$ cat src/rtl/lcd_pkg.sv
// Shared types and constants for the HD44780 character-LCD timing engine.
package lcd_pkg;

  typedef enum logic [2:0] {
    PWRUP = 3'd0,
    SETUP = 3'd1,
    EN_HI = 3'd2,
    HOLD  = 3'd3,
    EXEC  = 3'd4,
    IDLE  = 3'd5
  } lcd_state_e;

  // Power-on init: 8-bit bus/2 lines, display on, clear, entry mode increment.
  // Entry 0 sits in the lowest byte.
  localparam logic [2:0]      INIT_LEN = 3'd5;
  localparam logic [4:0][7:0] INIT_ROM = {8'h06, 8'h01, 8'h0C, 8'h38, 8'h38};

  // Bounds-checked ROM read; out-of-range indices return a harmless NOP-like 0.
  function automatic logic [7:0] lcd_init_byte(input logic [2:0] idx);
    logic [7:0] b;
    if (idx < INIT_LEN) begin
      b = INIT_ROM[idx];
    end else begin
      b = 8'h00;
    end
    return b;
  endfunction

  // Clear display (0x01) and return home (0x02/0x03) need the long execution wait.
  function automatic logic lcd_is_long_cmd(input logic rs, input logic [7:0] data);
    return (rs == 1'b0) && (data[7:2] == 6'd0);
  endfunction

endpackage

$ cat src/rtl/lcd_timer.sv
// Loadable 32-bit down-counter; o_zero is high while the count is zero.
module lcd_timer #(
  parameter logic [31:0] RST_VAL = 32'd0
) (
  input  logic        i_clk,
  input  logic        i_reset,
  input  logic        i_load,
  input  logic [31:0] i_val,
  output logic        o_zero
);

  logic [31:0] cnt_q, cnt_d;
  logic        zero_q, zero_d;

  // Next count: load wins, otherwise count down and park at zero.
  always_comb begin
    cnt_d  = cnt_q;
    zero_d = zero_q;
    if (i_load) begin
      cnt_d  = i_val;
      zero_d = (i_val == 32'd0);
    end else if (cnt_q != 32'd0) begin
      cnt_d  = cnt_q - 32'd1;
      zero_d = (cnt_q == 32'd1);
    end else begin
      cnt_d  = cnt_q;
      zero_d = 1'b1;
    end
  end

  // Counter and registered zero flag.
  always_ff @(posedge i_clk) begin
    if (i_reset) begin
      cnt_q  <= RST_VAL;
      zero_q <= (RST_VAL == 32'd0);
    end else begin
      cnt_q  <= cnt_d;
      zero_q <= zero_d;
    end
  end

  assign o_zero = zero_q;

endmodule

$ cat src/rtl/lcd_ctrl.sv
// HD44780 write-only timing engine: power-on init, then one bus write per
// software toggle of the request bit, with setup/enable/hold/exec timing.
module lcd_ctrl
  import lcd_pkg::*;
#(
  parameter logic [31:0] T_PWRUP_CYC = 32'd2_000_000,
  parameter logic [31:0] T_SETUP_CYC = 32'd2,
  parameter logic [31:0] T_EN_CYC    = 32'd12,
  parameter logic [31:0] T_HOLD_CYC  = 32'd2,
  parameter logic [31:0] T_EXEC_CYC  = 32'd2_000,
  parameter logic [31:0] T_CLR_CYC   = 32'd82_000
) (
  input  logic        i_clk,
  input  logic        i_reset,
  input  logic [31:0] i_lcd_word,
  output logic [7:0]  o_lcd_data,
  output logic        o_lcd_rs,
  output logic        o_lcd_rw,
  output logic        o_lcd_en,
  output logic        o_lcd_on,
  output logic        o_busy,
  output logic        o_init_done,
  output logic        o_overrun
);

  lcd_state_e  state_q, state_d;
  logic [7:0]  data_q, data_d;
  logic        rs_q, rs_d;
  logic        en_q, en_d;
  logic        busy_q, busy_d;
  logic        init_done_q, init_done_d;
  logic        overrun_q, overrun_d;
  logic [2:0]  idx_q, idx_d;
  logic        pend_v_q, pend_v_d;
  logic        pend_rs_q, pend_rs_d;
  logic [7:0]  pend_data_q, pend_data_d;
  logic        tog_q;

  logic        new_req_s;
  logic        pop_s;
  logic        tmr_load_s;
  logic [31:0] tmr_val_s;
  logic        tmr_zero_s;
  logic        unused_s;

  assign new_req_s = i_lcd_word[30] ^ tog_q;
  assign unused_s  = ^{i_lcd_word[29:10], i_lcd_word[8]};

  // Reset leaves the timer armed for the power-up wait, as if PWRUP was just entered.
  lcd_timer #(
    .RST_VAL (T_PWRUP_CYC - 32'd1)
  ) u_timer (
    .i_clk   (i_clk),
    .i_reset (i_reset),
    .i_load  (tmr_load_s),
    .i_val   (tmr_val_s),
    .o_zero  (tmr_zero_s)
  );

  // Sequencer: every state lasts until the timer reaches zero (IDLE waits for work).
  always_comb begin
    state_d     = state_q;
    rs_d        = rs_q;
    data_d      = data_q;
    idx_d       = idx_q;
    init_done_d = init_done_q;
    pop_s       = 1'b0;
    tmr_load_s  = 1'b0;
    tmr_val_s   = 32'd0;
    case (state_q)
      PWRUP: begin
        if (tmr_zero_s) begin
          state_d    = SETUP;
          rs_d       = 1'b0;
          data_d     = lcd_init_byte(3'd0);
          idx_d      = 3'd0;
          tmr_load_s = 1'b1;
          tmr_val_s  = T_SETUP_CYC - 32'd1;
        end else begin
          state_d = PWRUP;
        end
      end
      SETUP: begin
        if (tmr_zero_s) begin
          state_d    = EN_HI;
          tmr_load_s = 1'b1;
          tmr_val_s  = T_EN_CYC - 32'd1;
        end else begin
          state_d = SETUP;
        end
      end
      EN_HI: begin
        if (tmr_zero_s) begin
          state_d    = HOLD;
          tmr_load_s = 1'b1;
          tmr_val_s  = T_HOLD_CYC - 32'd1;
        end else begin
          state_d = EN_HI;
        end
      end
      HOLD: begin
        if (tmr_zero_s) begin
          state_d    = EXEC;
          tmr_load_s = 1'b1;
          if (lcd_is_long_cmd(rs_q, data_q)) begin
            tmr_val_s = T_CLR_CYC - 32'd1;
          end else begin
            tmr_val_s = T_EXEC_CYC - 32'd1;
          end
        end else begin
          state_d = HOLD;
        end
      end
      EXEC: begin
        if (!tmr_zero_s) begin
          state_d = EXEC;
        end else if (!init_done_q && (idx_q != (INIT_LEN - 3'd1))) begin
          state_d    = SETUP;
          idx_d      = idx_q + 3'd1;
          rs_d       = 1'b0;
          data_d     = lcd_init_byte(idx_q + 3'd1);
          tmr_load_s = 1'b1;
          tmr_val_s  = T_SETUP_CYC - 32'd1;
        end else begin
          // Last init entry (or any user byte) finished; the flag is sticky.
          init_done_d = 1'b1;
          if (pend_v_q) begin
            state_d    = SETUP;
            rs_d       = pend_rs_q;
            data_d     = pend_data_q;
            pop_s      = 1'b1;
            tmr_load_s = 1'b1;
            tmr_val_s  = T_SETUP_CYC - 32'd1;
          end else begin
            state_d = IDLE;
          end
        end
      end
      IDLE: begin
        if (pend_v_q) begin
          state_d    = SETUP;
          rs_d       = pend_rs_q;
          data_d     = pend_data_q;
          pop_s      = 1'b1;
          tmr_load_s = 1'b1;
          tmr_val_s  = T_SETUP_CYC - 32'd1;
        end else begin
          state_d = IDLE;
        end
      end
      default: begin
        state_d    = PWRUP;
        tmr_load_s = 1'b1;
        tmr_val_s  = T_PWRUP_CYC - 32'd1;
      end
    endcase
  end

  // One-deep request buffer; a request landing on a pop cycle is not an overrun.
  always_comb begin
    pend_v_d    = pend_v_q;
    pend_rs_d   = pend_rs_q;
    pend_data_d = pend_data_q;
    overrun_d   = overrun_q;
    if (new_req_s) begin
      pend_v_d    = 1'b1;
      pend_rs_d   = i_lcd_word[9];
      pend_data_d = i_lcd_word[7:0];
      if (pend_v_q && !pop_s) begin
        overrun_d = 1'b1;
      end else begin
        overrun_d = overrun_q;
      end
    end else if (pop_s) begin
      pend_v_d = 1'b0;
    end else begin
      pend_v_d = pend_v_q;
    end
  end

  // EN follows the next state so it is high exactly while in EN_HI; busy lags state by one.
  always_comb begin
    en_d   = (state_d == EN_HI);
    busy_d = (state_q != IDLE);
  end

  // State and output registers; the toggle shadow tracks bit 30 even in reset.
  always_ff @(posedge i_clk) begin
    tog_q <= i_lcd_word[30];
    if (i_reset) begin
      state_q     <= PWRUP;
      rs_q        <= 1'b0;
      data_q      <= 8'h00;
      en_q        <= 1'b0;
      busy_q      <= 1'b1;
      init_done_q <= 1'b0;
      overrun_q   <= 1'b0;
      idx_q       <= 3'd0;
      pend_v_q    <= 1'b0;
      pend_rs_q   <= 1'b0;
      pend_data_q <= 8'h00;
    end else begin
      state_q     <= state_d;
      rs_q        <= rs_d;
      data_q      <= data_d;
      en_q        <= en_d;
      busy_q      <= busy_d;
      init_done_q <= init_done_d;
      overrun_q   <= overrun_d;
      idx_q       <= idx_d;
      pend_v_q    <= pend_v_d;
      pend_rs_q   <= pend_rs_d;
      pend_data_q <= pend_data_d;
    end
  end

  assign o_lcd_data  = data_q;
  assign o_lcd_rs    = rs_q;
  assign o_lcd_rw    = 1'b0;
  assign o_lcd_en    = en_q;
  assign o_lcd_on    = i_lcd_word[31];
  assign o_busy      = busy_q;
  assign o_init_done = init_done_q;
  assign o_overrun   = overrun_q;

endmodule
$ cat config.mk
export PLATFORM = sky130hd
export DESIGN_NAME = lcd_ctrl
export DESIGN_NICKNAME = d
export VERILOG_FILES = /design/src/rtl/lcd_pkg.sv /design/src/rtl/lcd_timer.sv /design/src/rtl/lcd_ctrl.sv
export SDC_FILE = /design/constraint.sdc
export NUM_CORES = 1
export LEC_CHECK = 0
export ABC_AREA = 1
export CAP_MARGIN = 25
export CELL_PAD_IN_SITES_DETAIL_PLACEMENT = 2
export CELL_PAD_IN_SITES_GLOBAL_PLACEMENT = 2
export CORE_MARGIN = 1
export CORE_UTILIZATION = 27
export CTS_CLUSTER_SIZE = 16
export DETAILED_ROUTE_END_ITERATION = 7
export HOLD_SLACK_MARGIN = 0.05
export PLACE_DENSITY = 0.86
export REMOVE_ABC_BUFFERS = 1
export SLEW_MARGIN = 20
export SYNTH_ARGS = -nofsm -noshare
export SYNTH_HDL_FRONTEND = slang
export SYNTH_SLANG_ARGS = --single-unit
$ cat constraint.sdc
create_clock -name i_clk -period 1.6 [get_ports i_clk]
set_clock_uncertainty 0.1 [all_clocks]
set_input_delay 0.4 -clock i_clk [delete_from_list [all_inputs] [get_ports i_clk]]
set_output_delay 0.4 -clock i_clk [all_outputs]
set_load 0.1 [all_outputs]
==> results.txt, run 1 <==
----------------------------------------------------
[Outcome]
  Outcome ... complete, but fails checks
  Failing checks ... setup timing

[Cells and area]
  Fin util ... between 40% and 50%
  Area overhead of the layout relative to synthesis ... 67.4%
  Count of antenna diodes in the layout ... 0
  Share of final-layout standard cells stronger than drive strength 1 ... 44.2%
  Layout Cell Area excl Fill ... approximately 0.0062 mm2
  Total area of multi-input combinational cells ... around 0.0028 mm2
  Nets ... between 700 and 800
  Count of non-filler cells in the finished layout ... slightly below 900
  Layout fillers ... roughly 1500
  Register area ... approximately 0.0013 mm2

[Synthesis]
  Syn. warnings ... 0
  Synthesized instance count ... 580
  Unique cell type count in the Yosys netlist ... 38
  Post-synthesis sequential area ratio ... between 30% and 40%
  Number of enable flip-flop cells after synthesis ... 0
  FFs w/ async S/R, synth ... 0%
  Cell types with the highest counts after synthesis ... sky130_fd_sc_hd__nand2_1 (137), sky130_fd_sc_hd__nor2_1 (109), sky130_fd_sc_hd__inv_1 (74), sky130_fd_sc_hd__dfxtp_1 (63), sky130_fd_sc_hd__nand3_1 (35)
  Most area-consuming cells after synthesis ... sky130_fd_sc_hd__dfxtp_1 (34%), sky130_fd_sc_hd__nand2_1 (14%), sky130_fd_sc_hd__nor2_1 (11%)
  Post-synthesis average cell area ... between 6 and 7 um2
  Flip-flop and latch count after synthesis ... 63
  Synthesized cell area ... ~0.0037 mm2
  Most repeated cell in the gate-level netlist after synthesis ... sky130_fd_sc_hd__nand2_1
  Share of the synthesized area in the top cell type ... 33.8%
  Leading area contributor after synthesis ... sky130_fd_sc_hd__dfxtp_1
  Primary flip-flop cell chosen by synthesis mapping ... sky130_fd_sc_hd__dfxtp_1

[Power]
  Max IR drop VDD ... between 0.0005 and 0.0006 V
  Combinational share of power ... between 6 and 7%
  Switching share of total power ... 25.3%
  Sequential share of power ... 39.0%
  Leakage component of the power ... 2.69 nW
  Internal Pwr Total ... 3.11 mW
  P per Cell Area ... roughly 670 mW/mm2
  Clock network power share ... 54.3%
  Switch Pwr ... approximately 1.1 mW
  Total power consumption of the routed design ... roughly 4.2 mW

[Floorplan]
  # rows ... between 40 and 50
  Initial Utilization ... roughly 28%
  Die span in y ... around 120 um
  Die outline width ... between 100 and 150 um
  Io pins ... 49
  Area of the core ... approximately 0.013 mm2
  Full die area ... ~0.014 mm2

[Worst setup path]
  Worst-case reg-to-reg path depth ... 13
  Signal arrival time at the worst endpoint ... ~2 ns
  Critical Path Most Common Cell ... sky130_fd_sc_hd__nand2_4
  Worst endpoint required time ... between 1.5 and 2 ns
  Crit path max fanout ... 6
  Critical path cell sequence ... inv_2 > ha_4 > nand2_4 > nand2_4 > nand2_4 > nand3_4 > nand2_4 > nor2_8 > buf_12 > nand2_8 > buf_4 > nand2_1 > nand2_1
  CP bufs+invs ... 3
  Cell with the largest stage delay on the worst path ... sky130_fd_sc_hd__dfxtp_2
  Crit-path max cell delay ... around 0.33 ns
  Critical path launch point type ... flip-flop
  Endpoint class of the critical path ... flip-flop
  FF-to-FF End ... u_timer.cnt_q[2]
  Largest delay share family, worst path ... simple AND/OR/NAND/NOR gates
  Startpoint of the lowest-slack register-to-register path ... idx_q[0]
  Crit Path Category ... flip-flop to flip-flop
  Slack of the worst reg-to-reg path ... -0.30 ns

[CTS]
  Clock buffer depth ... 2
  Clock tree from TritonCTS ... yes
  Sink count of the clock tree ... 63
  Clock-pin slew on the worst setup and hold paths ... approximately 0.060 ns
  Level count of the clock H-tree ... 3
  Root buffer cell ... sky130_fd_sc_hd__clkbuf_16
  Hold-fix buffers at CTS ... 0
  Clock latency reported for the late side of the worst-skew pair ... ~0.36 ns
  Number of clock buffers inserted by TritonCTS ... 9

[Place]
  Placer Congestion ... roughly 0.85
  Number of cells in the design after placement ... 850
  DPL Wire Length ... around 12000 um
  Buffers added on ports ... 24
  Area of placed instances ... between 0.004 and 0.005 mm2

[Timing]
  Worst-Margin Slew ... 0.562 ns
  Period utilization ... 119%
  RSZ-0062 raised after global routing ... yes
  Number of failing setup endpoints in the final timing report ... 46
  Worst slew slack as a fraction of its limit ... between 60% and 70%
  Minimum period implied by the final worst setup slack ... 1.90 ns
  Final hold violations ... 0
  Max-slew violation count ... 0
  Timing-limited maximum frequency ... between 0.5 and 0.6 GHz
  Total negative setup slack ... -8.15 ns
  Worst-case setup margin in the final layout ... -0.302 ns

[Detailed routing]
  Detailed-route DRC error count ... 0
  Detailed-route wire length per cell ... ~25 um
  Via/cell ratio ... roughly 5.3
  Number of iterations in the first detailed-routing pass ... 4
  Count of antenna-violating nets left after detailed routing ... 0
  First-iteration detailed-routing DRC count ... 215
  Count of vias placed by the detailed router ... ~4700
  Total length of routed wires ... approximately 23000 um

[Min path]
  Number of instances on the worst hold path ... 1
  Hold worst-path end ... tog_q
  HP Start ... i_lcd_word[30]
  Worst min path class ... input port to flip-flop

[Global route]
  Wire length of the first global-routing pass ... between 30000 and 40000 um
  Overall track demand over capacity in global routing ... 29.1%
  Grt total ovfl ... 0
  Maximum number of pins on one net before global-route repair ... 17
  Vias in the first global route ... 5397
  Antenna violations before repair ... 0

[Flow run]
  Max_cap viols ... 0

----------------------------------------------------
## layer usage
metal | global-route usage (%) | up-vias | wire [um]
met4 | 15.7 | 0 | 1320
li1 | - | 2098 | -
met5 | 0 | - | 0
met3 | 5.66 | 85 | 748
met1 | 29.2 | 2339 | 8080
met2 | 56.0 | 157 | 12400
## repair_timing
| item | in CTS | in global routing |
|---|---|---|
| setup buffers | 14 | 10 |
| pin swaps | 32 | 34 |
| setup endpoints to repair | 45 | 47 |
| cloned | 3 | 1 |
| gates resized for setup | 98 | 126 |
## metrics by stage
stage	setup slack [ns]	hold slack (ns)
finish	-0.302	0.439
global route	-0.354	0.459
CTS	-0.168	0.410
detailed placement	-0.330	0.395
global placement	-0.168	0.380
floorplan	-0.708	0.328
## flip-flops by register name, indices dropped and copies added, names as in the netlist
name,cells
o_lcd_data,8
o_init_done,1
o_lcd_rs,1
o_overrun,1
tog_q,1
o_lcd_en,1
idx_q,3
pend_v_q,1
u_timer.cnt_q,32
pend_data_q,8
state_q,3
u_timer.o_zero,1
o_busy,1
pend_rs_q,1
## power by group through the flow
stage                     sequential, mW  combinational (mW)  clock [mW]
after CTS                           1.62               0.242        2.24
after global placement              1.65               0.211           0
after global routing                1.63               0.295        2.35
after floorplan                     1.66              0.0876           0
after detailed placement            1.66               0.229           0
final                               1.63               0.280        2.26
## cell type report
| type | count | share of cell area [%] |
|---|---|---|
| Inverter | 78 | 4.99 |
| Sequential cell | 63 | 20.5 |
| Multi-Input combinational cell | 425 | 44.0 |
| Timing Repair inverter | 1 | 0.120 |
| Tap cell | 176 | 3.52 |
| Clock inverter | 5 | 1.30 |
| Timing Repair Buffer | 132 | 21.6 |
| Clock buffer | 11 | 3.89 |
## cell usage in the layout (no fill, tap or decap), types with 8 or more instances in the layout
cell type	instances
sky130_fd_sc_hd__nand2_4	16
sky130_fd_sc_hd__nor2_1	71
sky130_fd_sc_hd__clkdlybuf4s50_1	11
sky130_fd_sc_hd__nor2_4	19
sky130_fd_sc_hd__dfxtp_2	8
sky130_fd_sc_hd__buf_12	20
sky130_fd_sc_hd__buf_6	9
sky130_fd_sc_hd__nor2_2	30
sky130_fd_sc_hd__inv_2	14
sky130_fd_sc_hd__nand2_1	103
sky130_fd_sc_hd__clkbuf_16	9
sky130_fd_sc_hd__buf_4	89
sky130_fd_sc_hd__nor3_1	8
sky130_fd_sc_hd__o21ai_0	17
sky130_fd_sc_hd__a21oi_1	15
sky130_fd_sc_hd__nand2_2	26
sky130_fd_sc_hd__nand4_1	17
sky130_fd_sc_hd__nand3_1	15
sky130_fd_sc_hd__dfxtp_1	52
sky130_fd_sc_hd__nand3_2	19
sky130_fd_sc_hd__inv_1	59
## worst max-delay path by stage
stage	startpoint	slack, ns	depth (start not counted)	endpoint
2_1_floorplan	o_init_done	-0.71	9	u_timer.cnt_q[5]
3_3_place_gp	i_lcd_word[30]	-0.17	6	o_overrun
3_5_place_dp	i_lcd_word[30]	-0.33	6	pend_data_q[0]
4_1_cts	idx_q[1]	-0.17	14	u_timer.cnt_q[9]
5_1_grt	u_timer.cnt_q[8]	-0.35	10	u_timer.cnt_q[10]
6_report	idx_q[0]	-0.30	13	u_timer.cnt_q[2]
## cell families after synthesis
group / synth area share [%]
AND/OR/NAND/NOR: 42.1
XOR/XNOR: 1.64
adder cells (fa/ha/maj): 2.01
multiplexers: 0.268
buffers and inverters: 10.4
flip-flops: 33.8
other: 0.100
AO/OA/AOI/OAI: 9.76
## worst reg2reg max path, cell delays in order, from the launching register on
cell,delay (ns)
sky130_fd_sc_hd__dfxtp_2,0.33
sky130_fd_sc_hd__inv_2,0.09
sky130_fd_sc_hd__ha_4,0.15
sky130_fd_sc_hd__nand2_4,0.05
sky130_fd_sc_hd__nand2_4,0.09
sky130_fd_sc_hd__nand2_4,0.08
sky130_fd_sc_hd__nand3_4,0.10
sky130_fd_sc_hd__nand2_4,0.10
sky130_fd_sc_hd__nor2_8,0.14
sky130_fd_sc_hd__buf_12,0.15
sky130_fd_sc_hd__nand2_8,0.09
sky130_fd_sc_hd__buf_4,0.16
sky130_fd_sc_hd__nand2_1,0.09
sky130_fd_sc_hd__nand2_1,0.07
Note: power is estimated with default switching activity, not from simulation.
==> run 2: changes to the inputs <==
Settings changed: CTS_CLUSTER_DIAMETER set to 30.
==> results of run 2 <==
The final DEF is identical to that of run 1; final timing and power are the same.
